## src/rtl/uart_tx_frame_if.sv

```systemverilog
// Parallel-side handshake and serial line of the UART transmit framer.
// The master drives the word and request; the slave (framer) drives the line and busy.
interface uart_tx_frame_if #(
  parameter int DATA_WIDTH = 8
);
  logic                  data_valid;
  logic [DATA_WIDTH-1:0] p_data;
  logic                  par_en;
  logic                  par_typ;
  logic                  tx_out;
  logic                  busy;

  modport master (
    output data_valid, p_data, par_en, par_typ,
    input  tx_out, busy
  );

  modport slave (
    input  data_valid, p_data, par_en, par_typ,
    output tx_out, busy
  );
endinterface

```

## src/rtl/uart_tx_frame.sv

```systemverilog
// UART transmit framer: start, DATA_WIDTH bits LSB first, optional parity, stop.
// Define UART_TX_TWO_STOP_EN to send two stop bits instead of one.
module uart_tx_frame #(
  parameter int DATA_WIDTH = 8
) (
  input  logic           clk,
  input  logic           rst,
  uart_tx_frame_if.slave bus
);
  localparam int CNT_W = (DATA_WIDTH > 1) ? $clog2(DATA_WIDTH) : 1;

  typedef enum logic [2:0] {IDLE, START, DATA, PARITY, STOP} state_t;

  state_t                state_q, state_d;
  logic [CNT_W-1:0]      cnt_q, cnt_d;
  logic [DATA_WIDTH-1:0] data_q, data_d;
  logic                  par_en_q, par_en_d;
  logic                  par_typ_q, par_typ_d;
  logic                  tx_q, tx_d;
  logic                  busy_q, busy_d;

  always_ff @(posedge clk or negedge rst) begin
    if (!rst) begin
      state_q   <= IDLE;
      cnt_q     <= '0;
      data_q    <= '0;
      par_en_q  <= 1'b0;
      par_typ_q <= 1'b0;
      tx_q      <= 1'b1;
      busy_q    <= 1'b0;
    end else begin
      state_q   <= state_d;
      cnt_q     <= cnt_d;
      data_q    <= data_d;
      par_en_q  <= par_en_d;
      par_typ_q <= par_typ_d;
      tx_q      <= tx_d;
      busy_q    <= busy_d;
    end
  end

  always_comb begin
    state_d   = state_q;
    cnt_d     = cnt_q;
    data_d    = data_q;
    par_en_d  = par_en_q;
    par_typ_d = par_typ_q;
    case (state_q)
      IDLE: begin
        if (bus.data_valid) begin
          state_d   = START;
          data_d    = bus.p_data;
          par_en_d  = bus.par_en;
          par_typ_d = bus.par_typ;
        end
      end
      START: begin
        state_d = DATA;
        cnt_d   = '0;
      end
      DATA: begin
        if (cnt_q == CNT_W'(DATA_WIDTH - 1)) begin
          state_d = par_en_q ? PARITY : STOP;
          cnt_d   = '0;
        end else begin
          cnt_d = cnt_q + 1'b1;
        end
      end
      PARITY: begin
        state_d = STOP;
        cnt_d   = '0;
      end
      STOP: begin
`ifdef UART_TX_TWO_STOP_EN
        if (cnt_q == '0) begin
          cnt_d = CNT_W'(1);
        end else begin
          state_d = IDLE;
        end
`else
        state_d = IDLE;
`endif
      end
      default: state_d = IDLE;
    endcase
  end

  // Outputs are decoded from the next state so the line is registered with no extra cycle of latency.
  always_comb begin
    tx_d   = 1'b1;
    busy_d = (state_d != IDLE);
    case (state_d)
      START:   tx_d = 1'b0;
      DATA:    tx_d = data_d[cnt_d];
      PARITY:  tx_d = (^data_d) ^ par_typ_d;
      default: tx_d = 1'b1;
    endcase
  end

  assign bus.tx_out = tx_q;
  assign bus.busy   = busy_q;
endmodule
```

## src/flat_wrapper.sv

```systemverilog
// flat-port wrapper written by rule: the top's interface ports become plain ports
module uart_tx_frame_flat 
#(
  parameter int DATA_WIDTH = 8
)
  (clk, rst, bus_data_valid, bus_p_data, bus_par_en, bus_par_typ, bus_tx_out, bus_busy);
  uart_tx_frame_if #(.DATA_WIDTH(DATA_WIDTH)) bus_i ();
  input  logic clk;
  input  logic rst;
  input wire logic [$bits(bus_i.data_valid)-1:0] bus_data_valid;
  input wire logic [$bits(bus_i.p_data)-1:0] bus_p_data;
  input wire logic [$bits(bus_i.par_en)-1:0] bus_par_en;
  input wire logic [$bits(bus_i.par_typ)-1:0] bus_par_typ;
  output wire logic [$bits(bus_i.tx_out)-1:0] bus_tx_out;
  output wire logic [$bits(bus_i.busy)-1:0] bus_busy;
  assign bus_i.data_valid = bus_data_valid;
  assign bus_i.p_data = bus_p_data;
  assign bus_i.par_en = bus_par_en;
  assign bus_i.par_typ = bus_par_typ;
  assign bus_tx_out = bus_i.tx_out;
  assign bus_busy = bus_i.busy;
  uart_tx_frame #(.DATA_WIDTH(DATA_WIDTH)) u_core (.clk(clk), .rst(rst), .bus(bus_i));
endmodule
```

## config.mk

```make
export PLATFORM = sky130hd
export DESIGN_NAME = uart_tx_frame_flat
export DESIGN_NICKNAME = d
export VERILOG_FILES = /design/src/rtl/uart_tx_frame_if.sv /design/src/rtl/uart_tx_frame.sv /design/src/flat_wrapper.sv
export SDC_FILE = /design/constraint.sdc
export NUM_CORES = 1
export LEC_CHECK = 0
export BUFFER_PORTS_ARGS = -buffer_cell sky130_fd_sc_hd__buf_2
export CAP_MARGIN = 15
export CORE_MARGIN = 2
export CORE_UTILIZATION = 40
export CTS_CLUSTER_DIAMETER = 200
export DETAILED_ROUTE_END_ITERATION = 7
export SETUP_SLACK_MARGIN = 0.3
export SKIP_LAST_GASP = 1
export SYNTH_ARGS = -nofsm -noshare
export SYNTH_HDL_FRONTEND = slang
export SYNTH_SLANG_ARGS = --single-unit
```

## constraint.sdc

```tcl
create_clock -name clk -period 3.1 [get_ports clk]
set_clock_uncertainty 0.2 [all_clocks]
set_input_delay 0.155 -clock clk [delete_from_list [all_inputs] [get_ports clk]]
set_output_delay 0.155 -clock clk [all_outputs]
set_load 0.05 [all_outputs]
```

==> After elaboration in Yosys (flattened, before gate mapping) <==
Index checks and enable logic that the tools add are counted.
{ "totals": {"reg_bits": 18, "ram_bits": 0, "in_bits": 13, "romBits": 0, "latch_bits": 0, "out_inout_bits": 2, "mem_count": 0} }
{ "classes": {"reduce_logical": 5, "n_shift": 0, "n_addsub": 1, "n_bitwise": 1, "div_mod_pow": 0, "order_cmp": 1, "muxes": 13, "n_eq_ne": 7, "multipliers": 0} }
{ "ops": {"columns": ["cell", "n"], "rows": [
  ["two-way mux 8 bit", 2],
  ["== test 3 x 2 -> 1 bit, second input constant", 4],
  ["two-way mux 3 bit", 4],
  ["case mux 3 bit (4 select lines)", 1],
  ["parity 8 bit", 1],
  ["== test 3 x 1 -> 1 bit, second input constant", 2],
  ["case mux 3 bit (2 select lines)", 1],
  ["less-than comparator 3 x 4 -> 1 bit, second input constant", 1],
  ["adder 3 x 1 -> 3 bit, second input constant", 1],
  ["binary-select mux 1 bit (select 3 bit)", 1],
  ["== test 3 bit, second input constant", 1],
  ["logical NOT 3 bit", 1],
  ["two-way mux 1 bit", 3],
  ["case mux 1 bit (3 select lines)", 1],
  ["nonzero test 3 bit", 1],
  ["AND reduction 2 bit", 1],
  ["OR reduction 2 bit", 1],
  ["XOR 1 bit", 1]
]} }

==> Depth between registers and ports, before layout <==
Gate-level depths: netlist of the first run.
{ "logic_depth": {"depth_word": 6, "ltp_mapped": 9} }

==> Worst setup path before layout of the first run <==
Ideal clock, no wire load.
{ "synth_timing": {"path_kind": "register -> register", "from": "reg u_core.cnt_q[0]", "to": "reg u_core.tx_q (netlist: u_core.bus.tx_out)", "period_less_slack_ns": 2.175, "setup_slack_ns": 0.925, "t_required_ns": 2.810, "arrival_ns": 1.885, "stages_incl_launch_ff": 10, "path_cell_list": "dfrtp_1 > ha_1 > ha_1 > nor4b_2 > a221oi_4 > inv_2 > nand2_1 > a41oi_1 > and4_1 > o211ai_1"} }
{ "synth_between": {"elab_chain_cells": 6, "elab_cells_between_ends": 12, "classes_between": "1 x add/sub; 4 x eq/ne; 7 x mux"} }
{ "synth_rtl": {"columns": ["item", "line_no", "text"], "rows": [
  ["start, declared", "uart_tx_frame.sv:15", "logic [CNT_W-1:0] cnt_q, cnt_d;"],
  ["start signal, assigned", "uart_tx_frame.sv:33", "cnt_q <= cnt_d;"],
  ["adder 3 x 1 -> 3 bit or == test 3 bit (tied branches)", "uart_tx_frame.sv:66, uart_tx_frame.sv:62", null],
  ["two-way mux 3 bit", "uart_tx_frame.sv:62", "if (cnt_q == CNT_W'(DATA_WIDTH - 1)) begin"],
  ["case mux 3 bit (2 select lines) (*)", "uart_tx_frame.sv:48", "case (state_q)"],
  ["via u_core.cnt_d[0]", "uart_tx_frame.sv:15", null],
  ["binary-select mux 1 bit (select 3 bit) (*)", "uart_tx_frame.sv:94", "DATA: tx_d = data_d[cnt_d];"],
  ["two-way mux 1 bit (not written as such) (*)", "uart_tx_frame.sv:94", null],
  ["case mux 1 bit (3 select lines) (*)", "uart_tx_frame.sv:92", "case (state_d)"],
  ["via u_core.tx_d", "uart_tx_frame.sv:19", "logic tx_q, tx_d;"],
  ["end signal, assigned", "uart_tx_frame.sv:37", "tx_q <= tx_d;"],
  ["end, declared", "uart_tx_frame.sv:19", null]
]} }
The timed path passes the listed nets; every way through them passes the cells marked *. The select of a mux whose other input is x is not followed.
A chain may end at the register's enable or synchronous reset.

==> Final worst setup path of the first run <==
{ "layout_timing": {"from": "reg u_core.state_q[0]", "to": "reg u_core.tx_q (netlist: u_core.bus.tx_out)"} }
{ "layout_between": {"elab_chain_cells": 6, "elab_cells_between_ends": 19, "classes_between": "6 x eq/ne; 9 x mux; 1 x bitwise; 3 x reduce/logical"} }
{ "layout_rtl": {"columns": ["item", "line_no", "text"], "rows": [
  ["start, declared", "uart_tx_frame.sv:14", "state_t state_q, state_d;"],
  ["start signal, assigned", "uart_tx_frame.sv:32", "state_q <= state_d;"],
  ["== test 3 x 1 -> 1 bit or == test 3 x 2 -> 1 bit (tied branches)", "uart_tx_frame.sv:48", null],
  ["OR reduction 2 bit (no line)", null, null],
  ["case mux 3 bit (2 select lines)", "uart_tx_frame.sv:48", null],
  ["binary-select mux 1 bit (select 3 bit)", "uart_tx_frame.sv:94", null],
  ["two-way mux 1 bit (not written as such)", "uart_tx_frame.sv:94", null],
  ["case mux 1 bit (3 select lines) (*)", "uart_tx_frame.sv:92", null],
  ["via u_core.tx_d", "uart_tx_frame.sv:19", null]
]} }
Marks and branches as above.

==> summary.md, run 1 <==
| Metric | Value |
|---|---|
| H-tree depth | `1` |
| Leakage | `approximately 0.61 nW` |
| Final hold viol count | `0` |
| Port Buf Inserts | `14` |
| Vias in the first global route | `approximately 900` |
| Final setup viols | `0` |
| Sink Count | `18` |
| Async S/R FF share, synth | `100.0%` |
| Syn Area/Cell | `roughly 10 um^2` |
| Longest Clk Path Bufs | `2` |
| DRC viols | `0` |
| Slew Limit Headroom | `72.44%` |
| Mapped Area | `0.001055 mm^2` |
| Row cnt | `18` |
| Peak Freq | `412.1 MHz` |
| Startpoint types | `flop` |
| Seq/Total Area, Yosys | `42.82%` |
| Post-CTS sizing | `0` |
| Cts bufs inserted | `3` |
| Status | `finished, final reports clean` |
| Initial antenna violation count | `0` |
| Syn_nets | `roughly 120` |
| Final net count | `151` |
| Gr ovfl total | `0` |
| Die area | `0.003064 mm^2` |
| CTS tree | `yes` |
| Synth top area cells | `dfrtp_1 40%, nand2_1 9.3%, xnor2_1 6.6%, a21oi_1 4.7%, mux2i_1 3.8%` |
| Final Total Pwr | `0.001338 W` |
| Synth area leader | `dfrtp_1` |
| DP Wirelength | `1.627 mm` |
| Via count | `~860` |
| GRT Overall Usage | `about 16%` |
| Max FO, Critical Path | `9` |
| Max cap viols | `0` |
| CP Data Arrival Time | `2440 ps` |
| Worst slew pin tran | `around 410 ps` |
| First-pass GRT wire length | `3.912 mm` |
| Top post-synthesis cells by count | `26 x nand2_1, 17 x dfrtp_1, 10 x a21oi_1` |
| Unrepaired setup endpoints after global routing | `false` |
| DR pass1 iterations | `4` |
| DR WL/cell | `13.00 um` |
| Worst Setup Path Type | `reg -> reg` |
| Power Density | `1034 mW/mm^2` |
| Clk root buf | `clkbuf_4` |
| Main synth FF type | `dfrtp_1` |
| Yosys reg bits | `18` |
| Final core utilization | `52.22%` |
| Clk Latency, worst-skew pair | `300 ps` |
| Final cell count without fillers | `~170` |
| Final Critical Period | `roughly 2400 ps` |
| Layout cells sized above 1 | `20.00%` |
| Synth warn | `0` |
| Tcrit/Tclk final | `around four fifths` |
| Slew Limit Fails | `0` |
| Cell total after placement | `149` |
| Setup crit end kind | `flop` |
| Library cells used by synthesis | `30` |
| Worst endpoint required time | `3120 ps` |
| Initial Util | `42.58%` |
| Core Area | `0.002477 mm^2` |
| Chip width | `55.35 um` |
| Initial DRC count | `22` |
| Cells after Synth | `~110` |
| Top-area cell type share of the netlist area | `40.33%` |
| Largest net degree at the start of global routing | `19` |
| Reg clk slew, reported paths | `110 ps` |
| Antenna cells | `0` |
| Number of synthesized flops with an enable pin | `0` |
| Antenna Nets Post-Route | `0` |
| Top-count cell post-synth | `nand2_1` |
| DR vias/cell | `5.188` |
| IO Pins | `15` |
| WHS | `roughly 110 ps` |
| Final Routed Wirelength | `2.145 mm` |
| Die height | `55.35 um` |
| Setup TNS Final | `0 ps` |
| Worst vdd ir | `just over 0.7 mV` |
| Worst Hold Class | `in -> async` |
| Area Growth Syn to Fin | `22.66%` |
| RePlAce Congestion | `0.7750` |
[what timing repair did]
action	CTS	global route
hold endpoints to repair	29	0
hold buffers	12	0
buffers inserted	0	0
[where the power goes]
group	switching, W	internal, W
Sequential	0.0000971	0.000351
Clock	0.0000749	0.0000717
Combinational	0.000409	0.000335
Total	0.000581	0.000757
[cells in the final DEF (no fill, tap or decap), types with 2 or more instances in the layout]
cell type	n
and2_1	2
mux2i_1	4
buf_2	14
dlygate4sd3_1	12
o21a_1	2
xnor2_1	8
dfrtp_1	17
a21oi_1	10
nand2_1	26
xor2_1	2
ha_1	2
o211ai_1	4
nor2_1	2
nor2b_1	4
clkbuf_4	3
inv_1	6
[state kept, by name, indices dropped and copies added, names as in the netlist]
name               flops
u_core.state_q         3
u_core.bus.busy        1
u_core.data_q          8
u_core.par_en_q        1
u_core.cnt_q           3
u_core.par_typ_q       1
u_core.bus.tx_out      1
[metal layers]
layer  vias up  part of all wire [%]  routed length [um]  track usage, %
met4         0                   2.6                  55           8.014
li1        420                     -                   -               -
met5         -                     0                   0               0
met2        19                    46                 985           26.53
met1       411                    47                1011           19.38
met3         6                   4.3                  92           4.684
[kinds of logic after synthesis]
group | count (synthesis) | share of synthesized area (%)
adder cells (fa/ha/maj) | 2 | 2.372
multiplexers | 5 | 4.864
flip-flops | 18 | 42.82
AO/OA/AOI/OAI | 20 | 13.64
AND/OR/NAND/NOR | 41 | 20.88
buffers and inverters | 11 | 5.575
XOR/XNOR | 11 | 9.847
[metrics by stage]
step | setup WS (ps) | cell area [um^2]
after floorplan | 924.8 | 1055
after global placement | 723.6 | 1137
after detailed placement | 659.0 | 1137
after CTS | 640.1 | 1294
after global routing | 457.8 | 1294
final | 673.3 | 1294
[final cells by class]
type / instances / area [um^2]
multi-input combinational: 79 / 544.3
fill: 228 / 1184
tap: 30 / 37.54
clock buffer: 4 / 36.28
timing repair buffer: 27 / 197.7
sequential: 18 / 451.7
inverter: 7 / 26.28
[worst paths after layout]
path	start	endpoint	slack (ps)	cells after the start
setup / recovery	u_core.state_q[0]$_DFF_PN0_	u_core.bus.tx_out$_DFF_PN1_	670	7
hold / removal	rst	u_core.data_q[6]$_DFF_PN0_	110	2
setup reg to reg	u_core.state_q[0]$_DFF_PN0_	u_core.bus.tx_out$_DFF_PN1_	670	7
hold reg to reg	u_core.par_typ_q$_DFF_PN0_	u_core.par_typ_q$_DFF_PN0_	320	1
max in group asynchronous	rst	u_core.bus.tx_out$_DFF_PN1_	2260	2
min in group clk	u_core.par_typ_q$_DFF_PN0_	u_core.par_typ_q$_DFF_PN0_	320	1
[worst max-delay path, stage by stage (launching register included)]
cell and delay, ps:
dfrtp_1 480, nor4b_4 420, buf_4 240, mux2i_1 380, xnor2_2 120, xnor2_1 200, mux2i_1 200, o211ai_1 110
(Power assumes the default switching activity.)
==> inputs of run 2 (changes only) <==
--- a/config.mk
+++ b/config.mk
@@ -5,6 +5,7 @@
 export SDC_FILE = /design/constraint.sdc
 export NUM_CORES = 1
 export LEC_CHECK = 0
+export ABC_AREA = 1
 export BUFFER_PORTS_ARGS = -buffer_cell sky130_fd_sc_hd__buf_2
 export CAP_MARGIN = 15
 export CORE_MARGIN = 2
==> constraint.sdc (replaced) <==
create_clock -name clk -period 2.2 [get_ports clk]
set_clock_uncertainty 0.2 [all_clocks]
set_input_delay 0.11 -clock clk [delete_from_list [all_inputs] [get_ports clk]]
set_output_delay 0.11 -clock clk [all_outputs]
set_load 0.05 [all_outputs]
==> summary.md, run 2 <==
| Metric | Value |
|---|---|
| Status | `finished, final reports clean` |
| DRC viols | `0` |
| Seq/Total Area, Yosys | `37.29%` |
| Min-delay src | `bus_p_data[5]` |
| Synth top area cells | `dfrtp_1 35%, nand2_1 27%, inv_1 7.1%, nand3_1 4.1%, nor2_1 3.4%` |
| Worst endpoint required time | `2250 ps` |
| Slew Limit Headroom | `~72%` |
| WP buf/inv | `3` |
| Peak Freq | `525.8 MHz` |
| Synth warn | `0` |
| Worst slew pin tran | `416.5 ps` |
| Gr ovfl total | `0` |
| Initial Util | `43.18%` |
| CP Data Arrival Time | `1960 ps` |
| Antenna cells | `0` |
| DR vias/cell | `4.862` |
| RePlAce Congestion | `0.7663` |
| Final hold viol count | `0` |
| Max FO, Critical Path | `7` |
| Max cap viols | `0` |
| Final Critical Period | `roughly 1900 ps` |
| Largest net degree at the start of global routing | `20` |
| Most common cell on crit path | `nand2_1` |
| First-pass GRT wire length | `4.968 mm` |
| Reg2Reg Depth | `16` |
| Top-area cell type share of the netlist area | `35.12%` |
| Port Buf Inserts | `14` |
| Reg clk slew, reported paths | `110 ps` |
| Yosys reg bits | `18` |
| GRT Overall Usage | `18.92%` |
| Final setup viols | `0` |
| Power Density | `1795 mW/mm^2` |
| H-tree depth | `1` |
| Family with the most delay on the worst path | `simple AND/OR/NAND/NOR gates` |
| Slowest stage delay, CP | `about 460 ps` |
| Mapped Area | `~0.0012 mm^2` |
| Worst vdd ir | `0.9240 mV` |
| Worst Hold Class | `in -> reg` |
| Most common cell after layout, fill and taps aside | `nand2_1` |
| Top-count cell post-synth | `nand2_1` |
| CTS tree | `yes` |
| Synth area leader | `dfrtp_1` |
| Final net count | `~230` |
| Die height | `59.03 um` |
| Fillers | `286` |
| Number of synthesized flops with an enable pin | `0` |
| Library cells used by synthesis | `21` |
| Longest Clk Path Bufs | `2` |
| Sink Count | `18` |
| Top reg by flops | `u_core.data_q` |
| Die area | `~0.0035 mm^2` |
| Worst r2r src | `u_core.state_q[0]$_DFF_PN0_` |
| Row cnt | `19` |
| Layout cells sized above 1 | `25.93%` |
| Commonest cells after routing, fill and taps aside | `80 x nand2_1, 23 x inv_1, 16 x dfrtp_1, 14 x buf_2, 11 x nor2_1` |
| Slew Limit Fails | `0` |
| DP Wirelength | `about 2 mm` |
| Vias in the first global route | `1208` |
| Chip width | `59.03 um` |
| Regs by FF count | `u_core.data_q (8), u_core.cnt_q (3), u_core.state_q (3)` |
| Final cell count without fillers | `247` |
| IO Pins | `15` |
| Crit path cell chain | `inv_2 > nand2_4 > nor2_4 > buf_6 > nand2_2 > nand2_1 > nand2_1 > nand2_2 > inv_2 > nand2_2 > nand3_2 > nand2_1 > nand2_1 > nand2_1 > nand2_1 > nand2_1` |
| Initial antenna violation count | `0` |
| Main synth FF type | `dfrtp_1` |
| Initial DRC count | `31` |
| Setup TNS Final | `0 ps` |
| Hold path cells | `5` |
| Via count | `approximately 1200` |
| Max reg flops | `8` |
| Reg-to-Reg End | `u_core.bus.tx_out$_DFF_PN1_` |
| Core Area | `0.002805 mm^2` |
| Cts bufs inserted | `3` |
| R2r setup slk | `300 ps` |
| Startpoint types | `flop` |
| DR pass1 iterations | `5` |
| Final Routed Wirelength | `2.747 mm` |
| Async S/R FF share, synth | `100.0%` |
| Syn Area/Cell | `about 6.5 um^2` |
| Area Growth Syn to Fin | `23.04%` |
| DR WL/cell | `about 11 um` |
| Setup crit end kind | `flop` |
| Hold path endpoint | `u_core.data_q[5]$_DFF_PN0_` |
| Top post-synthesis cells by count | `87 x nand2_1, 23 x inv_1, 17 x dfrtp_1` |
| Tcrit/Tclk final | `86.44%` |
| CP max-delay cell | `dfrtp_2` |
| Cell total after placement | `231` |
| Leakage | `0.8478 nW` |
| Clk root buf | `clkbuf_4` |
| Cells after Synth | `187` |
| Worst Setup Path Type | `reg -> reg` |
| Syn_nets | `202` |
| Antenna Nets Post-Route | `0` |
| Clk Latency, worst-skew pair | `300 ps` |
| Unrepaired setup endpoints after global routing | `true` |
-- run 2: cell types whose count changed after synthesis, sizes merged, moves of 9 or more --
cell and delta:
nand3 +10, xnor2 -9, o21ai +14, inv +23, nand2 +65, nor2 +11
-- run 2: how the worst max path moves through the flow --
stage,cells after the start,startpoint,to
after CTS,15,u_core.state_q[0]$_DFF_PN0_,u_core.bus.tx_out$_DFF_PN1_
final,16,u_core.state_q[0]$_DFF_PN0_,u_core.bus.tx_out$_DFF_PN1_
after detailed placement,15,u_core.state_q[0]$_DFF_PN0_,u_core.bus.tx_out$_DFF_PN1_
after global placement,15,u_core.state_q[0]$_DFF_PN0_,u_core.bus.tx_out$_DFF_PN1_
after global routing,16,u_core.state_q[0]$_DFF_PN0_,u_core.bus.tx_out$_DFF_PN1_
after floorplan,13,u_core.cnt_q[0]$_DFF_PN0_,u_core.bus.tx_out$_DFF_PN1_
-- run 2: through the flow --
| stage | total power, W | utilization, % | area [um^2] | setup slack [ps] | hold WS (ps) |
|---|---|---|---|---|---|
| floorplan | 0.001883 | - | 1211 | 484.8 | -385.6 |
| global placement | 0.002163 | 46.65 | 1309 | 246.0 | -129.1 |
| detailed placement | 0.002212 | 46.65 | 1309 | 216.0 | -125.6 |
| CTS | 0.002560 | 51.38 | 1441 | 287.3 | 8.179 |
| global route | 0.002979 | 53.12 | 1490 | 110.7 | 38.28 |
| finish | 0.002675 | 53.12 | 1490 | 298.3 | 16.42 |
-- run 2: tightest hold or removal path: cells and delay by family --
family,cells,cell delay (ps)
AOI/OAI and AO/OA,2,200
buffers and inverters,2,140
and+or+nand+nor,1,40
-- run 2: cell families (layout without fill, tap and decap cells) --
| logic type | after synthesis | count (layout) | share of synthesized area (%) |
|---|---|---|---|
| fa+ha+maj | 2 | 2 | 2.066 |
| flops | 18 | 18 | 37.29 |
| buf+inv | 32 | 61 | 10.85 |
| compound gates | 20 | 20 | 9.712 |
| simple gates | 115 | 115 | 40.08 |
-- run 2: repair_timing --
item / in CTS / in global routing
pin swaps: 4 / 8
resized for setup: 5 / 9
setup buffers: 5 / 3
hold endpoints to repair: 21 / 0
endpoints found under the setup margin: 1 / 1
hold buffers: 4 / 0
-- run 2: per-layer routing --
metal	wire, um	up-vias	GRT usage, %
met5	0	-	0
met4	38	0	5.519
met3	81	6	4.367
met2	1338	19	34.92
met1	1289	548	21.55
li1	-	628	-
-- run 2: power by group --
part | switching [W] | leakage (nW) | internal (W) | total (W)
clock network | 0.000112 | 0.0210 | 0.000101 | 0.000213
registers | 0.0000940 | 0.214 | 0.000497 | 0.000591
logic | 0.00118 | 0.612 | 0.000688 | 0.00187
-- run 2: layout make-up --
cell class | count | area (um^2) | share of cell area (%)
clock buffers | 4 | 36.28 | 2.435
repair buffers | 27 | 185.2 | 12.43
well taps | 31 | 38.79 | 2.603
flip-flops and latches | 18 | 452.9 | 30.39
inverters | 30 | 112.6 | 7.557
multi-input cells | 137 | 664.4 | 44.58
